File: src/rtl/hamming_secded_tx.sv
// SECDED serial transmitter: each byte becomes two Hamming(7,4)+parity symbols,
// low nibble first, shifted out MSB first with every bit held CLKS_PER_BIT cycles.
module hamming_secded_tx #(
    parameter int CLKS_PER_BIT = 4
) (
    input  logic       clk,
    input  logic       rst_n,
    input  logic [7:0] in_data,
    input  logic       in_valid,
    output logic       in_ready,
    output logic       tx_bit,
    output logic       tx_active,
    output logic       tx_done
);

    localparam int PER_W = (CLKS_PER_BIT > 1) ? $clog2(CLKS_PER_BIT) : 1;
    localparam logic [PER_W-1:0] PER_LAST = PER_W'(CLKS_PER_BIT - 1);

    typedef enum logic [1:0] {
        IDLE,
        SEND_LO,
        SEND_HI
    } state_t;

    state_t           state;
    state_t           state_nxt;
    logic [PER_W-1:0] per_cnt;
    logic [2:0]       bit_cnt;
    logic [15:0]      shift_q;
    logic [15:0]      enc_word;
    logic             bit_end;
    logic             sym_end;
    logic             accept;

    // Symbol layout is {code[6:0], parity}, code = {d3, d2, d1, p4, d0, p2, p1}.
    function automatic logic [7:0] encode_nibble(input logic [3:0] d);
        logic       p1;
        logic       p2;
        logic       p4;
        logic [6:0] code;
        p1   = d[0] ^ d[1] ^ d[3];
        p2   = d[0] ^ d[2] ^ d[3];
        p4   = d[1] ^ d[2] ^ d[3];
        code = {d[3], d[2], d[1], p4, d[0], p2, p1};
        return {code, ^code};
    endfunction

    assign enc_word = {encode_nibble(in_data[3:0]), encode_nibble(in_data[7:4])};
    assign bit_end  = (per_cnt == PER_LAST);
    assign sym_end  = bit_end && (bit_cnt == 3'd7);
    assign accept   = in_valid && in_ready;

    always_comb begin
        state_nxt = state;
        in_ready  = 1'b0;
        case (state)
            IDLE: begin
                in_ready = 1'b1;
                if (in_valid) state_nxt = SEND_LO;
            end
            SEND_LO: begin
                if (sym_end) state_nxt = SEND_HI;
            end
            SEND_HI: begin
                // Opening the handshake in the last cycle lets bytes stream gaplessly.
                if (sym_end) begin
                    in_ready  = 1'b1;
                    state_nxt = in_valid ? SEND_LO : IDLE;
                end
            end
            default: state_nxt = IDLE;
        endcase
    end

    always_ff @(posedge clk or negedge rst_n) begin
        if (!rst_n) begin
            state     <= IDLE;
            per_cnt   <= '0;
            bit_cnt   <= '0;
            tx_bit    <= 1'b0;
            tx_active <= 1'b0;
            tx_done   <= 1'b0;
        end else begin
            state     <= state_nxt;
            tx_active <= (state_nxt != IDLE);
            tx_done   <= (state == SEND_HI) && sym_end;
            if (accept) begin
                per_cnt <= '0;
                bit_cnt <= '0;
                tx_bit  <= enc_word[15];
            end else if (state != IDLE) begin
                if (bit_end) begin
                    per_cnt <= '0;
                    bit_cnt <= bit_cnt + 3'd1;
                    tx_bit  <= (state_nxt == IDLE) ? 1'b0 : shift_q[14];
                end else begin
                    per_cnt <= per_cnt + PER_W'(1);
                end
            end
        end
    end

    // Payload register: bit 15 is always the bit currently on the line.
    always_ff @(posedge clk) begin
        if (accept) begin
            shift_q <= enc_word;
        end else if ((state != IDLE) && bit_end) begin
            shift_q <= {shift_q[14:0], 1'b0};
        end
    end

endmodule

File: config.mk
export PLATFORM = sky130hd
export DESIGN_NAME = hamming_secded_tx
export DESIGN_NICKNAME = d
export VERILOG_FILES = /design/src/rtl/hamming_secded_tx.sv
export SDC_FILE = /design/constraint.sdc
export NUM_CORES = 1
export LEC_CHECK = 0
export CAP_MARGIN = 20
export CORE_AREA = 2 2 50 52
export CTS_BUF_LIST = sky130_fd_sc_hd__clkbuf_8
export DETAILED_ROUTE_END_ITERATION = 8
export DIE_AREA = 0 0 52 54
export PLACE_DENSITY = 0.79
export SLEW_MARGIN = 30
export SYNTH_ARGS = -nofsm -noshare
export SYNTH_HDL_FRONTEND = slang
export SYNTH_SLANG_ARGS = --single-unit
export TNS_END_PERCENT = 50
File: constraint.sdc
create_clock -name clk -period 2.55 [get_ports clk]
set_input_delay 0.255 -clock clk [delete_from_list [all_inputs] [get_ports clk]]
set_output_delay 0.255 -clock clk [all_outputs]
set_load 0.05 [all_outputs]
* After elaboration in Yosys (flattened, before gate mapping) *
Index checks and enable logic that the tools add are counted.

operators by class
  $add $sub $neg = 2
  equal/unequal tests = 4
  mux-type cells = 19
  bitwise gates (word level) = 12
  reductions and logical operators = 14

operator list
  operator                                             number
  two-way mux 15 bit                                   2
  XOR reduction 7 bit                                  2
  two-way mux 2 bit                                    6
  bitwise XOR 1 bit                                    12
  nonzero test 2 bit                                   5
  two-way mux 3 bit                                    3
  two-way mux 1 bit                                    6
  one-hot mux 2 bit (3 select lines)                   1
  equality test 2 bit, second input constant           2
  logical AND 1 bit                                    4
  zero test 2 bit                                      2
  adder 3 x 1 -> 3 bit, second input constant          1
  equality test 3 bit, second input constant           1
  adder 2 x 1 -> 2 bit, second input constant          1
  equality test 2 x 1 -> 1 bit, second input constant  1
  one-hot mux 1 bit (2 select lines)                   1
  AND reduction 2 bit                                  1

storage, ports and cells
  flip-flop bits (word level) = 25
  bits of input ports = 11
  output and inout port bits = 4
  word-level logic and storage cells = 58

* Logic depth before layout (Yosys ltp) *
  depth in word-level cells = 9
  mapped depth = 8
  gate-level depth less buffers = 6

* Least setup slack after synthesis *
Ideal clock, no wire load.

  path type = flip-flop to flip-flop
  start point = reg bit_cnt[0]
  end point = reg shift_q[3], data pin
  library setup time = 0.260 ns
  arrival = 1.697 ns
  data required time = 2.290 ns
  slack = 0.593 ns
  stages on the path, launching flop included = 8
  buffers on the path = 2
  clock period less this slack = 1.957 ns
  cell sequence = dfrtp_1 -> ha_1 -> ha_1 -> a21bo_2 -> and3_4 -> buf_6 -> buf_8 -> mux2_2

between the ends
  word-level cells in the longest chain between the ends = 6

RTL lines
  element                             line  RTL
  start, declared                     28    logic [2:0] bit_cnt;
  start signal, assigned              94    bit_cnt <= bit_cnt + 3'd1;
  equality test 3 bit                 50    assign sym_end = bit_end && (bit_cnt == 3'd7);
  logical AND 1 bit                   50
  two-way mux 1 bit                   66    if (sym_end) begin
  one-hot mux 1 bit (2 select lines)  56    case (state)
  logical AND 1 bit                   51    assign accept = in_valid && in_ready;
  two-way mux 15 bit                  105   if (accept) begin
  end signal, assigned                106   shift_q <= enc_word;
  end signal, assigned                108   shift_q <= {shift_q[14:0], 1'b0};
  end, declared                       29    logic [15:0] shift_q;

Every way passes these cells.
A chain may end at the register's enable or synchronous reset.

* Final worst setup path *
  start point = reg bit_cnt[0]
  end point = out in_ready

between the ends
  word-level cells in the longest chain between the ends = 4

RTL lines
  element                             line  RTL
  equality test 3 bit                 50
  logical AND 1 bit                   50
  two-way mux 1 bit                   66
  one-hot mux 1 bit (2 select lines)  56
  end, declared                       10    output logic in_ready,

Every way passes these cells.

==> impl_results.md <==
* Crit path time final at 2044 ps
* Hold Crit Class: in -> async
* Worst Setup SP: bit_cnt[0]$_DFFE_PN0P_
* Gr usage total at 15.65%
* Critical-path maximum fanout at 6
* Most frequent cells in the layout: 15 x edfxtp_1, 14 x mux2_2, 13 x clkdlybuf4s50_1
* Starting Density at a little over half
* Crit-path slowest cell: dfrtp_1
* Yosys reg bits at 25
* Post-Syn Instances at 92
* H-tree depth at 1
* CTS buffer count at 3
* Clk_skew at about 3.7 ps
* Setup Total Neg Slack at 0 ps
* Clk_lat worst skew at between 200 and 300 ps
* Clock tree buffer depth at 2
* Maximum vdd drop at between 0.0005 and 0.0006 V
* Endpoint class of the critical path: output port
* Num rows at 18
* Fin. max-slew vios at 0
* Initial antenna violation count at 0
* Worst path arrival time at between 1500 and 2000 ps
* Actual slew at the worst max-slew pin at about 640 ps
* Met3 WL post-DR at 50 µm
* Crit Path Category: reg -> out
* Hold-fix buffers at CTS at 0
* Grt ovf at 0
* Average cell area after synthesis at between 10 and 15 µm²
* Top Layer Used: met4
* Required @ worst endpoint at 2300 ps
* Die area at 2808 µm²
* Netlist cell types at 27
* Core area at 2320 µm²
* PortBufs at 14
* Final RePlAce weighted congestion at roughly 0.75
* Maximum clock rate at slightly below 0.5 GHz
* Status: finished, final reports clean
* DR WL met2 at around 940 µm
* Max cap viols at 0
* Cells along the critical path: ha_1, ha_1, a21boi_0, nor2_1, dlymetal6s2s_1
* Power density cells at around 960 nW/µm²
* Root Buffer: clkbuf_8
* Flop-to-flop setup slack at ~580 ps
* Number of enable flip-flop cells after synthesis at 15
* CTS Sinks at 25
* Ys flop type: edfxtp_1
* FF-to-FF End: tx_bit$_DFFE_PN0P_
* Met1 Wirelength at a little over 800 µm
* Leakage at about 0.54 nW
* Clk pin slew, worst setup/hold paths at 90 ps
* Post-DP HPWL at ~1.3 mm
* Final period util at roughly 80%
* Crit-path max cell delay at ~400 ps
* Ports at 15
* Via Count at 730
* Layout area overhead at 15.88%
* Vias in the first global route at around 700
* Commonest non-fill, non-tap cell in the layout: edfxtp_1
* Syn_nets at around 110
* Post-Syn Area at 1245 µm²
* RSZ-0062 raised after global routing: false
* Iter 0 DRT Violations at 8
* Headroom to the max-slew limit at roughly 58%
* Core Util, Final at between 60 and 70%
* DIE HEIGHT at roughly 54 µm
* Register area share after synthesis at a little under three fifths
* Warnings, synthesis at 0
* Hold_ws at between 200 and 300 ps
* Drt wl/cell at approximately 14 µm
* Ant diodes at 0
* Chip width at between 50 and 60 µm
* Routed WL at 1.866 mm
* Final hold vios at 0
* DRC at 0
* Worst path most repeated cell: ha_1
* Ys async rst share at between 40% and 50%
* Final #Nets at between 100 and 150
* Layout cells sized above 1 at 19.63%
* Final ANT Viol Nets at 0
* CTS tree: yes
* Fill count at between 150 and 200
* Reg2reg path depth at 5
* Largest net degree at the start of global routing at 20
* Worst Setup Start Kind: register
* First-pass GRT wire length at about 3.1 mm
* Worst reg2reg path startpoint: state[0]$_DFF_PN0_
* Overall Power at 1.381 mW
* Final Setup Violations at 0
* Drt via density at 5.328
* Router iterations before antenna repair at 4
-- power breakdown --
group | total, mW | switching, mW | internal, mW
clock | 0.236 | 0.125 | 0.111
combinational | 0.438 | 0.233 | 0.205
sequential | 0.707 | 0.0659 | 0.641
-- flip-flops by register name, summed over array words and instances (netlist names) --
register / count
shift_q: 15
bit_cnt: 3
per_cnt: 2
state: 2
tx_active: 1
tx_bit: 1
tx_done: 1
-- per-layer routing --
| metal | vias to the layer above | track usage [%] |
|---|---|---|
| li1 | 365 | - |
| met1 | 348 | 19.35 |
| met2 | 13 | 24.68 |
| met3 | 4 | 2.500 |
| met4 | 0 | 11.84 |
| met5 | - | 0 |
-- layout make-up --
class / instances / area [µm²] / share of cell area (%)
Inverter: 2 / 7.507 / 0.5204
Sequential cell: 25 / 700.7 / 48.57
Multi-Input combinational cell: 62 / 505.5 / 35.04
Clock buffer: 3 / 41.29 / 2.862
Tap cell: 30 / 37.54 / 2.602
Clock inverter: 1 / 7.507 / 0.5204
Timing Repair Buffer: 14 / 142.6 / 9.887
-- Yosys cell counts, types with 2 or more instances --
library cell  count  area (µm²)
mux2i_1           2       20.02
edfxtp_1         15       450.4
o21ai_0           5       25.02
inv_1             2       7.510
nand2_1           7       26.28
mux2_2           14       157.7
dfrtp_1          10       250.2
xor2_1            3       26.28
nor3_1            2       10.01
nor2_1            5       18.77
xnor2_1           9       78.83
ha_1              3       37.54
-- per-stage QoR --
stage	cell area (µm²)	instances	setup WS [ps]
finish	1443	137	505.5
global route	1443	137	341.7
CTS	1440	137	110.4
detailed placement	1391	133	413.9
global placement	1391	133	448.6
floorplan	1245	92	592.9
-- how the worst max path moves through the flow --
stage / endpoint / slack (ps) / cells after the start
2_1_floorplan: shift_q[3]$_DFFE_PP_ / 590 / 7
3_3_place_gp: in_ready / 450 / 5
3_5_place_dp: in_ready / 410 / 5
4_1_cts: in_ready / 110 / 5
5_1_grt: tx_bit$_DFFE_PN0P_ / 340 / 5
6_report: in_ready / 510 / 5
-- kinds of logic (layout without fill, tap and decap cells) --
group                      after synthesis  count (layout)  synth area share, %
xor gates and xnor gates                12              12                8.443
and+or+nand+nor                         19              19                7.639
buffers and inverters                    5              20                3.115
DFF                                     25              25                56.28
muxes                                   16              16                14.27
adders and majority gates                3               3                3.015
AOI/OAI and AO/OA                       12              12                7.236
-- what timing repair did --
| action | in CTS | in global routing |
|---|---|---|
| endpoints found under the setup margin | 0 | 1 |
| buffers inserted | 0 | 0 |
| gates resized for setup | 0 | 1 |
-- worst max-delay path: cells and delay by family (launching register included) --
kind	cells	cell delay [ps]
and+or+nand+nor	1	60
adders and majority gates	2	450
buffers and inverters	1	310
DFF	1	410
AOI/OAI and AO/OA	1	300
No activity file was read; power rests on OpenSTA's default activity.
